--- config.mk ---
export PLATFORM = sky130hd
export DESIGN_NAME = label_ram_writer
export DESIGN_NICKNAME = d
export VERILOG_FILES = /design/src/rtl/label_ram_writer_pkg.sv /design/src/rtl/label_ram_writer_idle_timer.sv /design/src/rtl/label_ram_writer.sv
export SDC_FILE = /design/constraint.sdc
export NUM_CORES = 1
export LEC_CHECK = 0
export CAP_MARGIN = 0
export CELL_PAD_IN_SITES_DETAIL_PLACEMENT = 1
export CELL_PAD_IN_SITES_GLOBAL_PLACEMENT = 1
export CORE_ASPECT_RATIO = 0.7
export CORE_MARGIN = 4
export CORE_UTILIZATION = 45
export CTS_CLUSTER_DIAMETER = 30
export DETAILED_ROUTE_END_ITERATION = 8
export PLACE_DENSITY_LB_ADDON = 0.15
export SLEW_MARGIN = 40
export SYNTH_ARGS = -nofsm -noshare
export SYNTH_HDL_FRONTEND = slang
export SYNTH_HIERARCHICAL = 1
export SYNTH_SLANG_ARGS = --single-unit
--- constraint.sdc ---
create_clock -name i_clk -period 2.8 [get_ports i_clk]
set_input_delay 0.56 -clock i_clk [delete_from_list [all_inputs] [get_ports i_clk]]
set_output_delay 0.56 -clock i_clk [all_outputs]
set_load 0.005 [all_outputs]
--- src/rtl/label_ram_writer_pkg.sv ---
// Shared command codes and parser state encoding for the label RAM writer.
// Host-side tooling and the bench import the same definitions.
package label_ram_writer_pkg;

   localparam logic [7:0] CMD_SETADDR = 8'h01;
   localparam logic [7:0] CMD_WRITE   = 8'h02;
   localparam logic [7:0] CMD_FILL    = 8'h03;

   typedef enum logic [2:0] {
      ST_IDLE,
      ST_ADDR,
      ST_LEN,
      ST_DATA,
      ST_FVAL,
      ST_FILL
   } state_t;

   // A length byte of zero encodes a full 256-byte burst.
   function automatic logic [8:0] burstLen(input logic [7:0] lenByte);
      return (lenByte == 8'd0) ? 9'd256 : {1'b0, lenByte};
   endfunction

endpackage

--- src/rtl/label_ram_writer_idle_timer.sv ---
// Inter-byte idle counter: counts enabled cycles since the last clear and
// pulses o_expire on the cycle the count would reach TIMEOUT.
module idle_timer #(
   parameter int TIMEOUT = 12000
) (
   input  logic i_clk,
   input  logic i_rst_n,
   input  logic i_clear,
   input  logic i_enable,
   output logic o_expire
);

   localparam int CW = $clog2(TIMEOUT + 1);
   localparam logic [CW-1:0] LAST = CW'(TIMEOUT - 1);

   logic [CW-1:0] count_q;
   logic [CW-1:0] count_d;

   // A clear on the expiry cycle wins, so a late byte is never lost.
   assign o_expire = i_enable && !i_clear && (count_q == LAST);

   always_comb begin
      count_d = count_q + CW'(1);
      if (i_clear || !i_enable || o_expire) begin
         count_d = '0;
      end
   end

   always_ff @(posedge i_clk or negedge i_rst_n) begin
      if (!i_rst_n) begin
         count_q <= '0;
      end else begin
         count_q <= count_d;
      end
   end

endmodule

--- src/rtl/label_ram_writer.sv ---
// Byte-stream command parser driving the label RAM write port:
// set-address, auto-incrementing burst write and whole-RAM fill.
module label_ram_writer
   import label_ram_writer_pkg::*;
#(
   parameter int ADDR_W  = 8,
   parameter int TIMEOUT = 12000
) (
   input  logic              i_clk,
   input  logic              i_rst_n,
   input  logic              i_wr,
   input  logic [7:0]        i_data,
   output logic              o_ram_we,
   output logic [ADDR_W-1:0] o_ram_addr,
   output logic [7:0]        o_ram_din,
   output logic              o_busy,
   output logic              o_ack,
   output logic              o_err
);

   state_t            state_q, state_d;
   logic [ADDR_W-1:0] ptr_q, ptr_d;
   logic [8:0]        remain_q, remain_d;
   logic [7:0]        fillVal_q, fillVal_d;
   logic              we_q, we_d;
   logic [ADDR_W-1:0] addr_q, addr_d;
   logic [7:0]        din_q, din_d;
   logic              busy_q, busy_d;
   logic              ack_q, ack_d;
   logic              err_q, err_d;
   logic              errPend_q, errPend_d;
   logic              ackNow;
   logic              errNow;
   logic              timerEn;
   logic              expire;

   assign timerEn = (state_q == ST_ADDR) || (state_q == ST_LEN) ||
                    (state_q == ST_DATA) || (state_q == ST_FVAL);

   idle_timer #(
      .TIMEOUT (TIMEOUT)
   ) u_idle_timer (
      .i_clk    (i_clk),
      .i_rst_n  (i_rst_n),
      .i_clear  (i_wr),
      .i_enable (timerEn),
      .o_expire (expire)
   );

   always_comb begin
      state_d   = state_q;
      ptr_d     = ptr_q;
      remain_d  = remain_q;
      fillVal_d = fillVal_q;
      we_d      = 1'b0;
      addr_d    = addr_q;
      din_d     = din_q;
      busy_d    = 1'b0;
      ackNow    = 1'b0;
      errNow    = 1'b0;

      unique case (state_q)
         ST_IDLE: begin
            if (i_wr) begin
               if (i_data == CMD_SETADDR) begin
                  state_d = ST_ADDR;
               end else if (i_data == CMD_WRITE) begin
                  state_d = ST_LEN;
               end else if (i_data == CMD_FILL) begin
                  state_d = ST_FVAL;
               end else begin
                  errNow = 1'b1;
               end
            end
         end
         ST_ADDR: begin
            if (i_wr) begin
               ptr_d   = i_data[ADDR_W-1:0];
               ackNow  = 1'b1;
               state_d = ST_IDLE;
            end else if (expire) begin
               errNow  = 1'b1;
               state_d = ST_IDLE;
            end
         end
         ST_LEN: begin
            if (i_wr) begin
               remain_d = burstLen(i_data);
               state_d  = ST_DATA;
            end else if (expire) begin
               errNow  = 1'b1;
               state_d = ST_IDLE;
            end
         end
         ST_DATA: begin
            if (i_wr) begin
               we_d     = 1'b1;
               addr_d   = ptr_q;
               din_d    = i_data;
               ptr_d    = ptr_q + ADDR_W'(1);
               remain_d = remain_q - 9'd1;
               if (remain_q == 9'd1) begin
                  ackNow  = 1'b1;
                  state_d = ST_IDLE;
               end
            end else if (expire) begin
               errNow  = 1'b1;
               state_d = ST_IDLE;
            end
         end
         ST_FVAL: begin
            // The value byte itself triggers the write to address 0.
            if (i_wr) begin
               fillVal_d = i_data;
               we_d      = 1'b1;
               addr_d    = '0;
               din_d     = i_data;
               busy_d    = 1'b1;
               ptr_d     = ADDR_W'(1);
               state_d   = ST_FILL;
            end else if (expire) begin
               errNow  = 1'b1;
               state_d = ST_IDLE;
            end
         end
         ST_FILL: begin
            we_d   = 1'b1;
            addr_d = ptr_q;
            din_d  = fillVal_q;
            busy_d = 1'b1;
            ptr_d  = ptr_q + ADDR_W'(1);
            errNow = i_wr;
            if (ptr_q == {ADDR_W{1'b1}}) begin
               ackNow  = 1'b1;
               state_d = ST_IDLE;
            end
         end
         default: begin
            state_d = ST_IDLE;
         end
      endcase

      // A byte dropped on the final fill cycle would collide with the ack;
      // its error pulse is deferred by one cycle instead of being merged.
      ack_d = ackNow;
      if (ackNow) begin
         err_d     = 1'b0;
         errPend_d = errPend_q | errNow;
      end else begin
         err_d     = errNow | errPend_q;
         errPend_d = errNow & errPend_q;
      end
   end

   always_ff @(posedge i_clk or negedge i_rst_n) begin
      if (!i_rst_n) begin
         state_q   <= ST_IDLE;
         ptr_q     <= '0;
         remain_q  <= '0;
         fillVal_q <= '0;
         we_q      <= 1'b0;
         addr_q    <= '0;
         din_q     <= '0;
         busy_q    <= 1'b0;
         ack_q     <= 1'b0;
         err_q     <= 1'b0;
         errPend_q <= 1'b0;
      end else begin
         state_q   <= state_d;
         ptr_q     <= ptr_d;
         remain_q  <= remain_d;
         fillVal_q <= fillVal_d;
         we_q      <= we_d;
         addr_q    <= addr_d;
         din_q     <= din_d;
         busy_q    <= busy_d;
         ack_q     <= ack_d;
         err_q     <= err_d;
         errPend_q <= errPend_d;
      end
   end

   assign o_ram_we   = we_q;
   assign o_ram_addr = addr_q;
   assign o_ram_din  = din_q;
   assign o_busy     = busy_q;
   assign o_ack      = ack_q;
   assign o_err      = err_q;

endmodule

Word level (Yosys, flattened, before mapping)
Cells that the tools add are included.

word-level totals
  register bits after elaboration = 63
  input bits = 11
  output and inout port bits = 20
  word-level logic and storage cells = 101

operators by class
  add/subtract/negate cells = 3
  equality and inequality tests = 20
  multiplexer cells = 41
  bitwise gates (word level) = 2
  reductions and logical operators = 23

operators by type and width
  cell                                                  count
  2-to-1 mux 8 bit                                      5
  2-to-1 mux 3 bit                                      11
  case mux 8 bit (4 select lines)                       1
  2-to-1 mux 9 bit                                      3
  case mux 8 bit (3 select lines)                       1
  case mux 3 bit (6 select lines)                       1
  case mux 9 bit (2 select lines)                       1
  equality test 8 x 2 -> 1 bit (second input constant)  2
  case mux 8 bit (2 select lines)                       1
  adder 14 x 1 -> 14 bit (second input constant)        1
  equality test 14 bit (second input constant)          1
  2-to-1 mux 14 bit                                     1
  2-to-1 mux 1 bit                                      12
  inequality test 2 bit (second input constant)         6
  equality test 9 x 1 -> 1 bit (second input constant)  1
  subtractor 9 x 1 -> 9 bit (second input constant)     1
  adder 8 x 1 -> 8 bit (second input constant)          1
  equality test 8 x 1 -> 1 bit (second input constant)  1
  equality test 8 bit (second input constant)           1
  logical NOT 8 bit                                     1
  AND reduction 4 bit                                   2
  equality test 3 x 2 -> 1 bit (second input constant)  2
  equality test 3 bit (second input constant)           2
  case mux 1 bit (3 select lines)                       2
  other kinds (18)                                      28

Longest topological paths before layout
Gate-level depths: netlist (run 1).

  depth after elaboration = 11
  mapped depth = 9

Modules after synthesis
The synthesis (run 1) kept the hierarchy.

by module, submodules not included
  module            times used  cells each  area an instance (um2)  sequential area each (um2)
  label_ram_writer  1           278         2662.6                  1226.2
  idle_timer        1           72          716.9                   350.3

Worst setup path after synthesis (run 1)
OpenSTA, ideal clock, no wires.

  path type = flip-flop to flip-flop
  from = reg state_q[1]
  to = reg errPend_q
  library setup time = 0.065 ns
  data arrival time = 2.110 ns
  data required time = 2.735 ns
  path slack = 0.625 ns
  stages on the path, launching flop included = 10
  buffers on the path = 1
  period minus slack after synthesis = 2.175 ns
  path through = dfrtp_1 > buf_6 > nor2_1 > xnor2_1 > nand2b_1 > nor3_1 > or3b_2 > a21oi_1 > or3_1 > maj3_2

on the way
  word-level cells in the longest chain between the ends = 11
  elaborated cells between the ends (all ways) = 19
  those cells by class = eq/ne: 5; mux: 5; bitwise: 2; reduce/logical: 7

ends and longest elaborated chain
  element                                                                              line                                              source
  from (decl)                                                                          label_ram_writer.sv:21                            state_t state_q, state_d;
  from (signal assigned)                                                               label_ram_writer.sv:169                           state_q <= state_d;
  equality test 3 x 1 -> 1 bit / equality test 3 x 2 -> 1 bit (equally long branches)  label_ram_writer.sv:37                            assign timerEn = (state_q == ST_ADDR) || (state_q == ST_LEN) ||
  logical OR 1 bit (2 in series)                                                       label_ram_writer.sv:37
  logical OR 1 bit *                                                                   label_ram_writer.sv:38                            (state_q == ST_DATA) || (state_q == ST_FVAL);
  named net timerEn                                                                    label_ram_writer.sv:34                            logic timerEn;
  logical AND 1 bit * (2 in series)                                                    label_ram_writer_idle_timer.sv:20                 assign o_expire = i_enable && !i_clear && (count_q == LAST);
  named net expire                                                                     label_ram_writer.sv:35                            logic expire;
  2-to-1 mux 1 bit *                                                                   --
  2-to-1 mux 1 bit *                                                                   label_ram_writer.sv:87                            if (i_wr) begin
  case mux 1 bit (3 select lines) *                                                    label_ram_writer.sv:62                            unique case (state_q)
  AND 1 bit / bitwise OR 1 bit (equally long branches)                                 label_ram_writer.sv:151, label_ram_writer.sv:148
  2-to-1 mux 1 bit *                                                                   label_ram_writer.sv:146                           if (ackNow) begin
  named net errPend_d                                                                  label_ram_writer.sv:31                            logic errPend_q, errPend_d;
  to (signal assigned)                                                                 label_ram_writer.sv:179                           errPend_q <= errPend_d;
  to (decl)                                                                            label_ram_writer.sv:31

Mark *: on every way through the listed nets, which the timed path passes. The rest lies on a longest branch.
A chain may end at the register's enable or synchronous reset.

Final worst setup path (run 1)
  from = reg u_idle_timer.count_q[0]
  to = reg errPend_q

on the way
  word-level cells in the longest chain between the ends = 7
  elaborated cells between the ends (all ways) = 8
  those cells by class = eq/ne: 1; mux: 4; bitwise: 2; reduce/logical: 1

ends and longest elaborated chain
  element                                               line                                              source
  from (decl)                                           label_ram_writer_idle_timer.sv:16                 logic [CW-1:0] count_q;
  from (signal assigned)                                label_ram_writer_idle_timer.sv:33                 count_q <= count_d;
  equality test 14 bit *                                label_ram_writer_idle_timer.sv:20
  logical AND 1 bit *                                   label_ram_writer_idle_timer.sv:20
  named net expire                                      label_ram_writer.sv:35
  2-to-1 mux 1 bit *                                    --
  2-to-1 mux 1 bit *                                    label_ram_writer.sv:87
  case mux 1 bit (3 select lines) *                     label_ram_writer.sv:62
  AND 1 bit / bitwise OR 1 bit (equally long branches)  label_ram_writer.sv:151, label_ram_writer.sv:148
  2-to-1 mux 1 bit *                                    label_ram_writer.sv:146
  named net errPend_d                                   label_ram_writer.sv:31

Marked as above.

==> impl_results.md, run 1 <==
- Row count: 26
- Share of cells above drive strength 1: 0.136
- Clk sinks: 63
- Vias per inst: 5.81
- Crit. Startpoint: u_idle_timer/count_q[0]
- Global-route wire length before repair: 15000 um
- Starting Density: 0.464
- FF/Latch Area: 1580 sq um
- Leak Pwr: 0.00173 uW
- Die W: 112 um
- CTS max path bufs: 2
- Cells after Synth: 350
- Area of the multi-input gates: 1630 sq um
- Clock Tree Root: clkbuf_8
- Slew @ Worst Pin: 0.525 ns
- Power Density: 870 nW/um^2
- Start of the worst register-to-register path: u_idle_timer/count_q[0]
- CP top delay family: simple AND/OR/NAND/NOR gates
- Combinational share of power: 0.324
- Pre-CTS setup slack: 0.287 ns
- Clock Pin Slew Worst Setup and Hold Paths: 0.08 ns
- Cell taking the most area after synthesis: dfrtp_1
- Core area: 7290 sq um
- WL/cell: 18.1 um
- Worst VDD drop: 0.359 mV
- Syn_area_per_cell: 9.66 sq um
- Setup Skew: 0.00839 ns
- Top Ports: 31
- DRT Pass-1 Iters: 4
- Setup violators final: 0
- FF-to-FF setup slack: 0.43 ns
- Synth Cell Area: 3380 sq um
- GP Congestion: 0.799
- Setup TNS: 0 ns
- Port bufs: 30
- H-tree depth: 3
- Syn Nets: 366
- Clk pwr share: 0.279
- CP cell instances: ha_1 -> and3_1 -> nand2_1 -> nor3_1 -> or3b_2 -> a21oi_1 -> or3_1 -> maj3_2
- Total Routing Usage GR: 0.212
- Status: finished clean
- Worst Setup End Kind: register
- Initial detailed-routing violation count: 209
- Die ar.: 8980 sq um
- Max-slew violation count: 0
- Startpoint class of the critical path: register
- Seq/Total Area, Yosys: 0.466
- Post-synth top area share: 0.466
- Max_cap viols: 0
- Antenna violations before repair: 0
- Final worst slack: 0.429 ns
- Detail Route Antenna Nets: 0
- Most frequent cells in the layout: dfrtp_1 (63), nor2_1 (37), clkdlybuf4s50_1 (29)
- Clk Latency, worst-skew pair: 0.36 ns
- Slowest CP cell: dfrtp_1
- Die Y: 80.5 um
- Slew Limit Headroom: 0.647
- Post-detail-place hpwl: 6310 um
- Post-cts sizing count: 0
- Routed vias: 2835
- Internal: 2350 uW
- Area Overhead vs Synth: 19.6%
- CTS Buf Count: 9
- # fillers: 832
- Remaining DRCs: 0
- Final worst path period need: 2.37 ns
- CTS tree: done
- Fin. Hold Viols: 0
- NetSw: 1170 uW
- Antenna diode count: 0
- Final Power: 3520 uW
- Crit Path Max Fanout: 7
- Worst min path class: input pin to asynchronous set/reset pin
- Synthesis Warnings: 6
- Postcts setup bufs: 0
- Drt total wl: 8830 um
- Crit path buffers/inverters: 0
- Asr flop ratio synth: 1.00
- EDFF count, synth: 0
- CP max stage delay: 0.47 ns
- Final nets: 401
- Synth top area cells: dfrtp_1 (47%), nor2_1 (4.1%), a21oi_1 (4.0%), o21ai_0 (3.1%), nand3_1 (3.0%)
- F_max: 422 MHz
- Distinct cells, synth: 57
- Commonest non-fill, non-tap cell in the layout: dfrtp_1
- Critical path class: register to register
- # hold bufs at CTS: 0
- Net Sw Frac: 0.333
- Main synth FF type: dfrtp_1
- Global route overflow: 0
- Vias in the first global route: 2868
- Fin crit share: 0.847
- Worst EP required: 3.09 ns
- Yosys reg bits: 63
- Reg power frac: 0.398
- Data arrival, critical path: 2.66 ns
- Unrepaired setup endpoints after global routing: no
- Pin count of the biggest net entering global routing: 34
[worst reg2reg max path, delay by kind of cell, from the launching register on]
family | cells | cell delay [ns]
AND/OR/NAND/NOR | 5 | 1.22
adder cells (fa/ha/maj) | 2 | 0.47
flip-flops | 1 | 0.47
AO/OA/AOI/OAI | 1 | 0.15
[layout make-up]
type                       count  share of cell area
multi-input combinational    252               0.404
sequential                    63               0.390
timing repair buffer          43               0.101
clock buffer                   9              0.0306
tap                           98              0.0303
clock inverter                 7              0.0297
inverter                      16              0.0149
[synthesized netlist by cell type, types with 3 or more instances]
cell type	instances
nand2_1	14
nor4_1	5
nand3_1	20
xor2_1	7
nand4_1	8
dfrtp_1	63
buf_2	5
nor3_1	7
clkbuf_1	9
xnor2_1	7
nand2b_1	4
buf_6	4
nand3b_1	4
ha_1	5
o21ai_0	21
and3_1	9
or2_2	3
a31oi_1	9
o21a_1	3
o32a_1	3
mux2i_1	9
a21oi_1	27
mux2_2	8
o22a_1	4
nor2_1	37
inv_1	16
[power by group through the flow]
| stage | Combinational, uW | Clock [uW] | Sequential, uW |
|---|---|---|---|
| floorplan | 709 | 0 | 1350 |
| global placement | 1120 | 0 | 1400 |
| detailed placement | 1140 | 0 | 1420 |
| CTS | 1150 | 1010 | 1400 |
| global route | 1260 | 1050 | 1440 |
| finish | 1140 | 980 | 1400 |
[path summary, 6_finish.rpt]
kind	end	cells past startpoint
min in group i_clk	remain_q[8]	1
hold / removal	o_ram_din[2]	1
setup reg to reg	errPend_q	8
setup / recovery	errPend_q	8
hold reg to reg	remain_q[8]	1
max in group asynchronous	ptr_q[0]	2
[stage by stage]
step	utilization	hold slack [ns]	cells	cell area, sq um
final	0.555	0.132	488	4040
after global placement	0.521	0.480	472	3800
after CTS	0.554	0.281	488	4040
after floorplan	-	0.264	350	3380
after global routing	0.555	0.157	488	4040
after detailed placement	0.521	0.480	472	3800
[registers in the layout, summed over array words and instances, names as in the netlist, 3 cells and up]
register and flops:
u_idle_timer/count_q 14, remain_q 9, fillVal_q 8, o_ram_addr 8
o_ram_din 8, ptr_q 8, state_q 3
[per-layer routing]
metal	global-route usage	up-vias	wire, um
li1	-	1340	-
met3	0.0535	15	404
met4	0.0656	0	136
met1	0.303	1420	4420
met5	0	-	0
met2	0.316	60	3870
[logic make-up after synthesis]
group	share of synthesized area
AND/OR/NAND/NOR	0.212
AO/OA/AOI/OAI	0.159
flip-flops	0.466
buffers and inverters	0.0507
multiplexers	0.0533
XOR/XNOR	0.0363
adder cells (fa/ha/maj)	0.0218
No activity file was read; power rests on OpenSTA's default activity.
==> inputs of run 2 (changes only) <==
- clock period: 2.8 -> 2.5 ns (I/O delays scaled with it)
==> run 2 against run 1 <==
  * Power increased by 10%
  * Highest routed layer unchanged
  * Via count decreased by 0.25%
  * Clock power increased by 4%
  * Flip-flop and latch count unchanged
  * Critical path depth unchanged
  * Register-to-register slack got worse by 0.24 ns
  * Utilization increased by 0.81 points
  * Non-clock buffer count increased by 9
  * Combinational power increased by 15%
  * First-iteration DRC count decreased by 17%
  * Critical endpoint unchanged
  * Critical path type unchanged
  * Global-route usage increased by 0.62 points
==> impl_results.md, run 2 (same netlist as run 1, synthesis figures left out) <==
- Status: finished clean (unchanged)
- Pin count of the biggest net entering global routing: 36 (was 34)
- Core area: 7290 sq um (unchanged)
- Row count: 26 (unchanged)
- Commonest non-fill, non-tap cell in the layout: dfrtp_1 (unchanged)
- Setup TNS: 0 ns (unchanged)
- Reg power frac: 0.399 (was 0.398)
- Final worst path period need: 2.31 ns (was 2.37 ns)
- Final worst slack: 0.192 ns (was 0.429 ns)
- Fin. Hold Viols: 0 (unchanged)
- Global route overflow: 0 (unchanged)
- Fin crit share: 0.923 (was 0.847)
- Critical path class: register to register (unchanged)
- Post-route core utilization: 0.563 (was 0.555)
- Total Routing Usage GR: 0.218 (was 0.212)
- Drt total wl: 8980 um (was 8830 um)
- Post-detail-place hpwl: 6310 um (about the same)
- Antenna violations before repair: 0 (unchanged)
- Setup violators final: 0 (unchanged)
- Port bufs: 30 (unchanged)
- GP Congestion: 0.846 (was 0.799)
- Most frequent cells in the layout: dfrtp_1 (63), nor2_1 (37), clkdlybuf4s50_1 (29) (unchanged)
- Leak Pwr: 0.00176 uW (was 0.00173 uW)
- Combinational share of power: 0.338 (was 0.324)
- Die Y: 80.5 um (unchanged)
- Max FFs per register: 14 (unchanged)
- Setup Skew: 0.0106 ns (was 0.00839 ns)
- Largest Register: u_idle_timer/count_q (unchanged)
- Startpoint class of the critical path: register (unchanged)
- Clock Pin Slew Worst Setup and Hold Paths: 0.08 ns (about the same)
- Antenna diode count: 0 (unchanged)
- Crit Path Max Fanout: 6 (was 7)
- Die ar.: 8980 sq um (unchanged)
- DRT Pass-1 Iters: 4 (unchanged)
- Placed insts: 480 (was 472)
- Slew @ Worst Pin: 0.625 ns (was 0.525 ns)
- Postcts setup bufs: 0 (unchanged)
- Final nets: 410 (was 401)
- WL/cell: 18.1 um (about the same)
- Remaining DRCs: 0 (unchanged)
- Vias in the first global route: 2969 (was 2868)
- Clk Latency, worst-skew pair: 0.35 ns (was 0.36 ns)
- Worst min path class: register to register (was input pin to asynchronous set/reset pin)
- Reg-to-reg endpoint: errPend_q (unchanged)
- H-tree depth: 3 (unchanged)
- Max-slew violation count: 0 (unchanged)
- Worst VDD drop: 0.450 mV (was 0.359 mV)
- Largest regs: u_idle_timer/count_q (14), remain_q (9) (unchanged)
- Worst EP required: 2.78 ns (was 3.09 ns)
- Clk pwr share: 0.263 (was 0.279)
- Starting Density: 0.464 (unchanged)
- Worst Setup End Kind: register (unchanged)
- Share of cells above drive strength 1: 0.155 (was 0.136)
- Crit. Startpoint: u_idle_timer/count_q[1] (was u_idle_timer/count_q[0])
- Unrepaired setup endpoints after global routing: no (unchanged)
- CTS max path bufs: 2 (unchanged)
- Power Density: 944 nW/um^2 (was 870 nW/um^2)
- Data arrival, critical path: 2.59 ns (was 2.66 ns)
- Clock Tree Root: clkbuf_8 (unchanged)
- F_max: 433 MHz (was 422 MHz)
- Internal: 2560 uW (was 2350 uW)
- Vias per inst: 5.69 (was 5.81)
- Global-route wire length before repair: 15300 um (was 15000 um)
- Clk sinks: 63 (unchanged)
- Net Sw Frac: 0.338 (was 0.333)
- Routed vias: 2828 (was 2835)
- R2R cell count: 8 (unchanged)
- Top Ports: 31 (unchanged)
- Detail Route Antenna Nets: 0 (unchanged)
- NetSw: 1310 uW (was 1170 uW)
- Die W: 112 um (unchanged)
- Start of the worst register-to-register path: u_idle_timer/count_q[1] (was u_idle_timer/count_q[0])
- Area Overhead vs Synth: 21.4% (was 19.6%)
- CTS Buf Count: 9 (unchanged)
- FF-to-FF setup slack: 0.19 ns (was 0.43 ns)
- Pre-CTS setup slack: 0.0728 ns (was 0.287 ns)
- Non-Filler Instances: 497 (was 488)
- Max_cap viols: 0 (unchanged)
- CP Capture Point: errPend_q (unchanged)
- Slew Limit Headroom: 0.579 (was 0.647)
- Final Hold Slack: 0.498 ns (was 0.132 ns)
- CTS tree: done (unchanged)
- Initial detailed-routing violation count: 174 (was 209)
run 2: layout make-up:
cell class                 instances  area (sq um)
clock buffer                      10           138
fill                             830          3190
clock inverter                     6          92.6
sequential                        63          1580
inverter                          16          60.1
multi-input combinational        252          1640
tap                               98           123
timing repair buffer              52           475
run 2: how the worst min path moves through the flow:
stage                 from  cells after the start      endpoint  slack [ns]
3_5_place_dp       i_rst_n                      1  fillVal_q[7]        0.35
4_1_cts            i_rst_n                      2  fillVal_q[7]        0.50
5_1_grt            i_rst_n                      2  fillVal_q[5]        0.52
3_3_place_gp       i_rst_n                      1  fillVal_q[2]        0.34
2_1_floorplan      i_rst_n                      0     errPend_q        0.20
6_report       remain_q[8]                      1   remain_q[8]        0.50
run 2: per-layer routing:
| layer | up-vias | GRT usage | part of all wire |
|---|---|---|---|
| met5 | - | 0 | 0 |
| met1 | 1408 | 0.296 | 0.49 |
| met3 | 8 | 0.0542 | 0.046 |
| met4 | 0 | 0.0693 | 0.0077 |
| li1 | 1360 | - | - |
| met2 | 52 | 0.345 | 0.46 |
run 2: through the flow:
| step | instance area, sq um | power (uW) |
|---|---|---|
| final | 4100 | 3870 |
| after floorplan | 3380 | 2310 |
| after global placement | 3860 | 2810 |
| after detailed placement | 3860 | 2860 |
| after CTS | 4100 | 3910 |
| after global routing | 4100 | 4150 |
run 2: critical path, stage by stage, from the launching register on:
cell and delay [ns]:
dfrtp_1 0.44, ha_1 0.28, and3_1 0.20, nand2_1 0.12, nor3_2 0.24, or3b_2 0.46, a21oi_1 0.16, or3_1 0.15
maj3_2 0.20
run 2: repair_timing:
item	4_1_cts	5_1_grt
hold buffers	1	0
setup endpoints to repair	0	2
hold endpoints to repair	4	0
gates resized for setup	0	1
run 2: power groups by stage:
stage / sequential, uW / clock (uW) / combinational [uW]
final: 1550 / 1020 / 1310
after global routing: 1590 / 1110 / 1450
after detailed placement: 1560 / 0 / 1300
after CTS: 1550 / 1050 / 1320
after global placement: 1540 / 0 / 1270
after floorplan: 1510 / 0 / 794
==> inputs of run 3 (changes only) <==
- CTS_BUF_LIST: unset -> sky130_fd_sc_hd__clkbuf_8 sky130_fd_sc_hd__clkbuf_16
==> results of run 3 <==
Final layout, timing and power as in run 2 (identical DEF).
